[config.mk]
export PLATFORM = sky130hd
export DESIGN_NAME = seven_seg_scan
export DESIGN_NICKNAME = d
export VERILOG_FILES = /design/src/rtl/seven_seg_pkg.sv /design/src/rtl/seven_seg_scan_hex7seg.sv /design/src/rtl/seven_seg_scan.sv
export SDC_FILE = /design/constraint.sdc
export NUM_CORES = 1
export LEC_CHECK = 0
export ABC_CLOCK_PERIOD_IN_PS = 3200
export BUFFER_PORTS_ARGS = -buffer_cell sky130_fd_sc_hd__buf_4
export CAP_MARGIN = 15
export CORE_MARGIN = 2
export CORE_UTILIZATION = 40
export CTS_CLUSTER_SIZE = 8
export DETAILED_ROUTE_END_ITERATION = 6
export PLACE_DENSITY = 0.69
export SLEW_MARGIN = 5
export SYNTH_ARGS = -nofsm -noshare
export SYNTH_HDL_FRONTEND = slang
export SYNTH_SLANG_ARGS = --single-unit
[constraint.sdc]
create_clock -name clk -period 3.2 [get_ports clk]
set_input_delay 0 -clock clk [delete_from_list [all_inputs] [get_ports clk]]
set_output_delay 0 -clock clk [all_outputs]
set_load 0.005 [all_outputs]
[src/rtl/seven_seg_pkg.sv]
`default_nettype none
// ============================================================================
// Module   : seven_seg_pkg
// Purpose  : Shared constants for the multiplexed seven-segment scanner:
//            hex-to-segment table, blank patterns and digit-index width.
// Revision : 1.0 - initial release
// ============================================================================
package seven_seg_pkg;

  // Digit index width (eight digits)
  localparam int IDX_W = 3;
  localparam logic [IDX_W-1:0] IDX_LAST = '1;

  // Active-low "everything dark" patterns
  localparam logic [7:0] SEG_OFF = 8'hFF;
  localparam logic [7:0] AN_OFF  = 8'hFF;

  // Active-low segment codes, dp bit (7) off; entry n is the glyph for nibble n
  localparam logic [15:0][7:0] HEX_SEG = {
    8'h8E, 8'h86, 8'hA1, 8'hC6, 8'h83, 8'h88, 8'h90, 8'h80,
    8'hF8, 8'h82, 8'h92, 8'h99, 8'hB0, 8'hA4, 8'hF9, 8'hC0
  };

endpackage
`default_nettype wire

[src/rtl/seven_seg_scan_hex7seg.sv]
`default_nettype none
// ============================================================================
// Module   : hex7seg
// Purpose  : Combinational nibble + decimal point to active-low segments.
//            seg_o[6:0] = g..a, seg_o[7] = dp (0 = lit).
// Revision : 1.0 - initial release
// ============================================================================
module hex7seg
  import seven_seg_pkg::*;
(
  input  logic [3:0] nib_i,
  input  logic       dp_i,
  output logic [7:0] seg_o
);

  // Table lookup, then pull the dp bit low when the point is requested
  always_comb begin
    seg_o = HEX_SEG[nib_i] & ~{dp_i, 7'b000_0000};
  end

endmodule
`default_nettype wire

[src/rtl/seven_seg_scan.sv]
`default_nettype none
// ============================================================================
// Module   : seven_seg_scan
// Purpose  : Eight-digit time-multiplexed seven-segment driver. A prescaler
//            sets the slot length; inputs are captured into a frame buffer
//            at frame wrap, on load_now, or right after reset, so a frame is
//            never torn. an/seg are registered and active-low.
// Options  : define SEVEN_SEG_LEADING_ZERO_BLANK_EN to darken digits above
//            the highest nonzero buffered nibble (digit 0 always shown).
// Revision : 1.0 - initial release
// ============================================================================
module seven_seg_scan
  import seven_seg_pkg::*;
#(
  parameter int SCAN_DIV = 50000   // clk cycles per digit slot, 2..65535
) (
  input  logic        clk,
  input  logic        rst,
  input  logic [31:0] disp_num,
  input  logic [7:0]  point_en,
  input  logic [7:0]  blank,
  input  logic        load_now,
  output logic [7:0]  an,
  output logic [7:0]  seg,
  output logic        frame_done
);

  localparam logic [15:0] PRESC_LAST = 16'(SCAN_DIV - 1);

  logic [15:0]      presc_q, presc_d;
  logic [IDX_W-1:0] idx_q,   idx_d;
  logic [31:0]      num_q,   num_d;
  logic [7:0]       pt_q,    pt_d;
  logic [7:0]       blk_q,   blk_d;
  logic             pend_q,  pend_d;
  logic             fd_q,    fd_d;
  logic [7:0]       an_q,    an_d;
  logic [7:0]       seg_q,   seg_d;

  logic             tick;
  logic             load;
  logic             lz_dark;
  logic             dark;
  logic [3:0]       cur_nib;
  logic [7:0]       cur_seg;

  assign tick    = (presc_q == PRESC_LAST);
  // Wrap-load and load_now collapse into one capture; pending covers reset exit
  assign load    = pend_q | load_now | (tick & (idx_q == IDX_LAST));
  assign cur_nib = num_q[{idx_q, 2'b00} +: 4];

`ifdef SEVEN_SEG_LEADING_ZERO_BLANK_EN
  // Digit is a leading zero when it and every nibble above it are zero
  assign lz_dark = (idx_q != '0) && ((num_q >> {idx_q, 2'b00}) == 32'd0);
`else
  assign lz_dark = 1'b0;
`endif

  assign dark = blk_q[idx_q] | lz_dark;

  hex7seg u_hex7seg (
    .nib_i (cur_nib),
    .dp_i  (pt_q[idx_q]),
    .seg_o (cur_seg)
  );

  // Next-state: prescaler/index advance, frame capture, registered drive values
  always_comb begin
    presc_d = tick ? 16'd0 : presc_q + 16'd1;
    idx_d   = tick ? idx_q + 1'b1 : idx_q;
    num_d   = num_q;
    pt_d    = pt_q;
    blk_d   = blk_q;
    pend_d  = pend_q & ~load;
    fd_d    = load;
    if (load) begin
      num_d = disp_num;
      pt_d  = point_en;
      blk_d = blank;
    end
    an_d  = dark ? AN_OFF  : ~(8'b0000_0001 << idx_q);
    seg_d = dark ? SEG_OFF : cur_seg;
  end

  // State register with synchronous reset; reset forces a capture on exit
  always_ff @(posedge clk) begin
    if (rst) begin
      presc_q <= 16'd0;
      idx_q   <= '0;
      num_q   <= 32'd0;
      pt_q    <= 8'd0;
      blk_q   <= 8'd0;
      pend_q  <= 1'b1;
      fd_q    <= 1'b0;
      an_q    <= AN_OFF;
      seg_q   <= SEG_OFF;
    end else begin
      presc_q <= presc_d;
      idx_q   <= idx_d;
      num_q   <= num_d;
      pt_q    <= pt_d;
      blk_q   <= blk_d;
      pend_q  <= pend_d;
      fd_q    <= fd_d;
      an_q    <= an_d;
      seg_q   <= seg_d;
    end
  end

  assign an         = an_q;
  assign seg        = seg_q;
  assign frame_done = fd_q;

endmodule
`default_nettype wire

==> impl_metrics.py, run 1 <==
metrics = {
    "pwr": {
        "p_seq_share_pct": 50.2,
        "p_leak_nw": 2.00,
        "pwr_density_cell_nw_per_um2": 464,
        "net-switching-power_w": 0.000523,
        "p_total_w": 0.00226,
        "p_sw_share_pct": 23.1,
        "p_int_w": 0.00174,
        "combinationalPowerShare_pct": 11.5,
        "clkPwrFrac_pct": 38.3,
        "ir_drop_mv": 0.238,
    },
    "sta": {
        "fin_tns_setup_ns": 0,
        "finClkSkew_ns": 0.0108,
        "fin_crit_sh_pct": 76.5,
        "rsz0062_at_grt": "no",
        "tightest_slew_ns": 0.723,
        "maxSlewHeadroom_pct": 51.7,
        "timing.fmax_mhz": 409,
        "fin_crit_ns": 2.45,
        "setup_viol": 0,
        "finalMaxSlewViolations": 0,
        "hold_viol_final": 0,
    },
    "placed_design": {
        "hpwl_um": 5510,
        "place.gp.congestion": 0.842,
        "port_buffers": 67,
    },
    "layout": {
        "antenna_cells": 0,
        "final_nets": 576,
        "drive_gt1_share_pct": 20.7,
        "area_delta_synth_final_pct": 35.6,
        "num-fill-cells": 779,
    },
    "clock_network": {
        "clockRootBuffer": "clkbuf_8",
        "cts_max_level": 3,
        "cts_made_buffers": 9,
        "clk_latency_ns": 0.35,
        "clockBufferDepth": 2,
        "cts_sinks": 85,
        "cts_tree": "yes",
        "ctsResizeCount": 0,
        "clk_pin_slew_worst_paths_ns": 0.08,
    },
    "synth": {
        "yosysTopAreaCellShare_pct": 47.3,
        "synth_seq_area_share_pct": 47.3,
        "synth_common_cells": "115 x nand2_1, 85 x dfxtp_1, 52 x a21oi_1",
        "synth_top_cell_by_area": "dfxtp_1",
        "synth-seq-cells": 85,
        "yosysUniqueCellTypes": 43,
        "synth_most_common_cell": "nand2_1",
        "synth_area_um2": 3600,
        "ys_warn_count": 0,
        "netlist_instances": 408,
        "synthArstFlopShare_pct": 0,
        "synth.net_count": 471,
        "syn_area_per_cell_um2": 8.83,
        "yosys_most_used_dff": "dfxtp_1",
        "synth_edf_count": 0,
        "synth.area.top_cells": "dfxtp_1 47%, nand2_1 12%, a21oi_1 7.2%",
    },
    "routing": {
        "ant_nets": 0,
        "vias": 3067,
        "viasPerCell": 4.90,
        "drc": 0,
        "wl_per_cell_um": 13.7,
        "first_pass_iters": 4,
        "drtIter0Drc": 114,
        "drt-total-wl_um": 8590,
    },
    "worst_setup_path": {
        "cp.arrival_ns": 2.66,
        "crit_buf_inv": 1,
        "path_class": "flop to flop",
        "cp.depth": 7,
        "cp.required_ns": 3.41,
        "critPathSlowestCell": "dfxtp_1",
        "path_delay_family": "multiplexers",
        "crit_chain": "mux4_2 -> mux2i_4 -> inv_1 -> ha_1 -> mux2_2 -> nand2_1 -> o311ai_1",
        "start_kind": "flop",
        "rr_worst_depth": 7,
        "crit_path_end_kind": "flop",
        "max_stage_delay_ns": 0.67,
        "critPathMaxFanout": 11,
    },
    "global_routing": {
        "grt_overflow_total": 0,
        "grt_pass1_wl_um": 14200,
        "grt.total_usage_pct": 18.0,
        "grt_max_degree": 58,
        "antenna_found_initial": 0,
        "grt_pass1_vias": 2997,
    },
    "floorplanning": {
        "core_area_um2": 8720,
        "num_io_pins": 68,
        "num_rows": 34,
        "die_x_um": 98.9,
        "start_util_pct": 41.3,
        "die_y_um": 98.9,
        "fp.dieArea_um2": 9780,
    },
    "outcome": {
        "status": "finished, final reports clean",
    },
    "worst_hold_path": {
        "hold-path-cell-count": 1,
        "hp-class": "input pin to flop",
    },
    "job": {
        "cap_violations": 0,
    },
}
-- layout by cell type, fill, tap and decap left out, types with 10 or more instances in the layout --
| cell | instances |
|---|---|
| a21oi_1 | 52 |
| mux4_2 | 10 |
| dfxtp_1 | 85 |
| dlygate4sd3_1 | 48 |
| nor2_1 | 28 |
| clkbuf_8 | 11 |
| nand2_1 | 115 |
| buf_4 | 71 |
| ha_1 | 12 |
-- flip-flops by register name, indices dropped and copies added (netlist names) --
name        cells
pend_q          1
idx_q           3
an              8
frame_done      1
seg             8
num_q          32
presc_q        16
blk_q           8
pt_q            8
-- power by group through the flow --
stage	clock network (W)	logic (W)	registers, W
6_report	0.000866	0.000261	0.00114
5_1_grt	0.000932	0.000286	0.00114
3_3_place_gp	0	0.000207	0.00116
2_1_floorplan	0	0.000123	0.00115
3_5_place_dp	0	0.000212	0.00116
4_1_cts	0.000881	0.000259	0.00114
-- cells by family after synthesis --
group	synth area share, %
DFF	47.3
adders and majority gates	4.17
and+or+nand+nor	20.5
buffers and inverters	4.31
muxes	9.24
AOI/OAI and AO/OA	10.9
xor gates and xnor gates	3.65
-- metrics by stage --
stage          std cells  hold WS, ns  utilization [%]  instance area (um^2)  worst slack [ns]
2_1_floorplan        408       0.0904                -                  3600             0.963
3_3_place_gp         562        0.260             47.8                  4170             0.855
3_5_place_dp         562        0.261             47.8                  4170             0.743
4_1_cts              626       0.0668             56.0                  4880             0.729
5_1_grt              626       0.0849             56.0                  4880             0.554
6_report             626       0.0858             56.0                  4880             0.753
-- per-layer routing --
metal,global-route usage (%),wire length [um]
met3,3.90,373
met5,0,0
met4,6.43,161
met2,30.2,4070
met1,23.0,3990
-- what timing repair did --
action,in CTS,in global routing
endpoints found under the hold margin,48,0
hold buffers,48,0
setup buffers,0,0
-- final timing paths --
path,slack [ns],endpoint,from
setup reg to reg,0.75,seg[4]$_SDFF_PP1_,idx_q[0]$_SDFFE_PP0P_
hold / removal,0.09,pend_q$_SDFF_PP1_,rst
setup / recovery,0.75,seg[4]$_SDFF_PP1_,idx_q[0]$_SDFFE_PP0P_
hold reg to reg,0.45,num_q[29]$_SDFFE_PP0P_,num_q[29]$_SDFFE_PP0P_
-- layout make-up --
type	count	area (um^2)	share of cell area, %
repair buffers	119	1010	20.8
multi-input cells	289	1770	36.2
clock inverters	5	81.3	1.67
well taps	108	135	2.77
flip-flops and latches	85	1700	34.8
clock buffers	11	151	3.10
inverters	9	33.8	0.692
(Power assumes the default switching activity.)
==> run 2: changes to the inputs <==
--- a/config.mk
+++ b/config.mk
@@ -5,7 +5,7 @@
 export SDC_FILE = /design/constraint.sdc
 export NUM_CORES = 1
 export LEC_CHECK = 0
-export ABC_CLOCK_PERIOD_IN_PS = 3200
+export ABC_CLOCK_PERIOD_IN_PS = 2450
 export BUFFER_PORTS_ARGS = -buffer_cell sky130_fd_sc_hd__buf_4
 export CAP_MARGIN = 15
 export CORE_MARGIN = 2
==> constraint.sdc (replaced) <==
create_clock -name clk -period 2.45 [get_ports clk]
set_input_delay 0 -clock clk [delete_from_list [all_inputs] [get_ports clk]]
set_output_delay 0 -clock clk [all_outputs]
set_load 0.005 [all_outputs]
==> run 2 against run 1 <==
  * Core utilization up 0.37 points
  * Highest routed layer unchanged
  * Clock power up 18%
  * Via count up 0.59%
  * First-iteration DRC count down 39%
  * Largest cell class unchanged
  * Die area unchanged
  * Hold slack worse by 0.012 ns
  * Total power up 26%
  * Critical path type unchanged
  * Non-clock buffer count up 4
  * Largest power group unchanged
  * Sequential power up 31%
==> impl_metrics.py, run 2 (synthesis gave the netlist of run 1 again) <==
metrics = {
    "worst_setup_path": {
        "r2r_slack_ns": 0.23,
        "path_delay_family": "multiplexers",
        "critPathSlowestCell": "mux4_2",
        "r2r_end": "seg[4]$_SDFF_PP1_",
        "cp.arrival_ns": 2.43,
        "crit_path_end_kind": "flop",
        "critPathMaxFanout": 9,
        "r2r-start": "idx_q[0]$_SDFFE_PP0P_",
        "path_class": "flop to flop",
        "crit_chain": "mux4_2 -> mux2i_4 -> inv_1 -> ha_1 -> mux2_2 -> nand2_1 -> o311ai_1",
        "cp.required_ns": 2.66,
        "max_stage_delay_ns": 0.56,
        "crit_buf_inv": 1,
        "rr_worst_depth": 7,
        "start_kind": "flop",
    },
    "worst_hold_path": {
        "hold-path-cell-count": 1,
        "hp-class": "input pin to flop",
        "min_to": "pend_q$_SDFF_PP1_",
        "min-delay-start": "rst",
    },
    "floorplanning": {
        "num_io_pins": 68,
        "fp.dieArea_um2": 9780,
        "die_y_um": 98.9,
        "core_area_um2": 8720,
        "start_util_pct": 41.3,
        "die_x_um": 98.9,
        "num_rows": 34,
    },
    "routing": {
        "drtIter0Drc": 70,
        "wl_per_cell_um": 13.8,
        "viasPerCell": 4.90,
        "vias": 3085,
        "ant_nets": 0,
        "drc": 0,
        "first_pass_iters": 4,
        "drt-total-wl_um": 8690,
    },
    "sta": {
        "fin_tns_setup_ns": 0,
        "hold_viol_final": 0,
        "fin_crit_ns": 2.22,
        "tightest_slew_ns": 0.606,
        "fin_crit_sh_pct": 90.5,
        "fin_ws_ns": 0.233,
        "finalMaxSlewViolations": 0,
        "rsz0062_at_grt": "no",
        "finClkSkew_ns": 0.00845,
        "maxSlewHeadroom_pct": 59.6,
        "timing.fmax_mhz": 451,
        "setup_viol": 0,
    },
    "clock_network": {
        "cts_max_level": 3,
        "cts_sinks": 85,
        "clockBufferDepth": 2,
        "clk_latency_ns": 0.36,
        "post_cts_buffers": 0,
        "cts_made_buffers": 9,
        "cts_tree": "yes",
        "clk_pin_slew_worst_paths_ns": 0.09,
        "clockRootBuffer": "clkbuf_8",
    },
    "pwr": {
        "pwr_density_cell_nw_per_um2": 581,
        "p_total_w": 0.00286,
        "p_leak_nw": 2.02,
        "ir_drop_mv": 0.248,
    },
    "layout": {
        "top_regs": "num_q (32), presc_q (16)",
        "drive_gt1_share_pct": 21.5,
        "antenna_cells": 0,
        "multi_input_area_um2": 1770,
        "largest_reg_flops": 32,
        "seqCellArea_um2": 1700,
        "largest-register": "num_q",
        "num-fill-cells": 779,
        "layout_commonest_cell": "nand2_1",
        "area_delta_synth_final_pct": 36.5,
        "layout_common_cells": "115 x nand2_1, 84 x dfxtp_1, 73 x buf_4",
        "final_nets": 580,
    },
    "placed_design": {
        "port_buffers": 67,
        "place.gp.congestion": 0.882,
        "hpwl_um": 5770,
        "place_ws_ns": 0.0766,
    },
    "job": {
        "cap_violations": 0,
    },
    "outcome": {
        "status": "finished, final reports clean",
    },
    "global_routing": {
        "antenna_found_initial": 0,
        "grt_overflow_total": 0,
        "grt_pass1_vias": 3043,
        "grt.total_usage_pct": 18.3,
        "grt_pass1_wl_um": 14200,
        "grt_max_degree": 58,
    },
}
## run 2: layout make-up
cell class	instances	area share (%)
timing repair buffer	123	21.7
multi-input combinational	289	35.9
inverter	9	0.687
clock buffer	10	2.80
clock inverter	6	1.45
tap	108	2.75
sequential	85	34.6
## run 2: how the worst max path moves through the flow
stage                           from           endpoint  slack, ns  depth (start not counted)
2_1_floorplan  idx_q[0]$_SDFFE_PP0P_  seg[4]$_SDFF_PP1_       0.21                          9
3_3_place_gp   idx_q[0]$_SDFFE_PP0P_  seg[4]$_SDFF_PP1_       0.14                          7
3_5_place_dp   idx_q[0]$_SDFFE_PP0P_  seg[4]$_SDFF_PP1_       0.08                          7
4_1_cts        idx_q[0]$_SDFFE_PP0P_  seg[4]$_SDFF_PP1_       0.07                          7
5_1_grt        idx_q[0]$_SDFFE_PP0P_  seg[5]$_SDFF_PP1_       0.08                          9
6_report       idx_q[0]$_SDFFE_PP0P_  seg[4]$_SDFF_PP1_       0.23                          7
## run 2: worst reg2reg max path, stage by stage, from the launching register on
cell and delay [ns]:
dfxtp_2 0.47, mux4_2 0.56, mux2i_4 0.23, inv_1 0.13, ha_1 0.26, mux2_2 0.28, nand2_1 0.06, o311ai_1 0.09
## run 2: where the power goes
part / total (W) / internal [W] / switching, W / leakage [nW]
clock network: 0.00102 / 0.000505 / 0.000518 / 0.0991
logic: 0.000348 / 0.000197 / 0.000152 / 1.22
registers: 0.00149 / 0.00145 / 0.0000366 / 0.701
total: 0.00286 / 0.00215 / 0.000706 / 2.02
## run 2: timing repair
item,CTS,global route
endpoints found under the hold margin,48,0
setup endpoints to repair,0,4
resized for setup,0,1
hold buffers,48,0
## run 2: routing by layer
layer / up-vias / wire length, um / GRT usage, %
li1: 1581 / - / -
met1: 1415 / 3980 / 23.5
met2: 74 / 4220 / 30.3
met3: 15 / 314 / 3.12
met4: 0 / 168 / 7.59
met5: - / 0 / 0
## run 2: per-stage QoR
step           util (%)  hold slack [ns]  instance area [um^2]  instances
3_5_place_dp       48.5            0.263                  4230        566
3_3_place_gp       48.5            0.260                  4230        566
5_1_grt            56.4           0.0754                  4920        630
2_1_floorplan         -           0.0904                  3600        408
4_1_cts            56.4           0.0516                  4910        630
6_report           56.4           0.0736                  4920        630
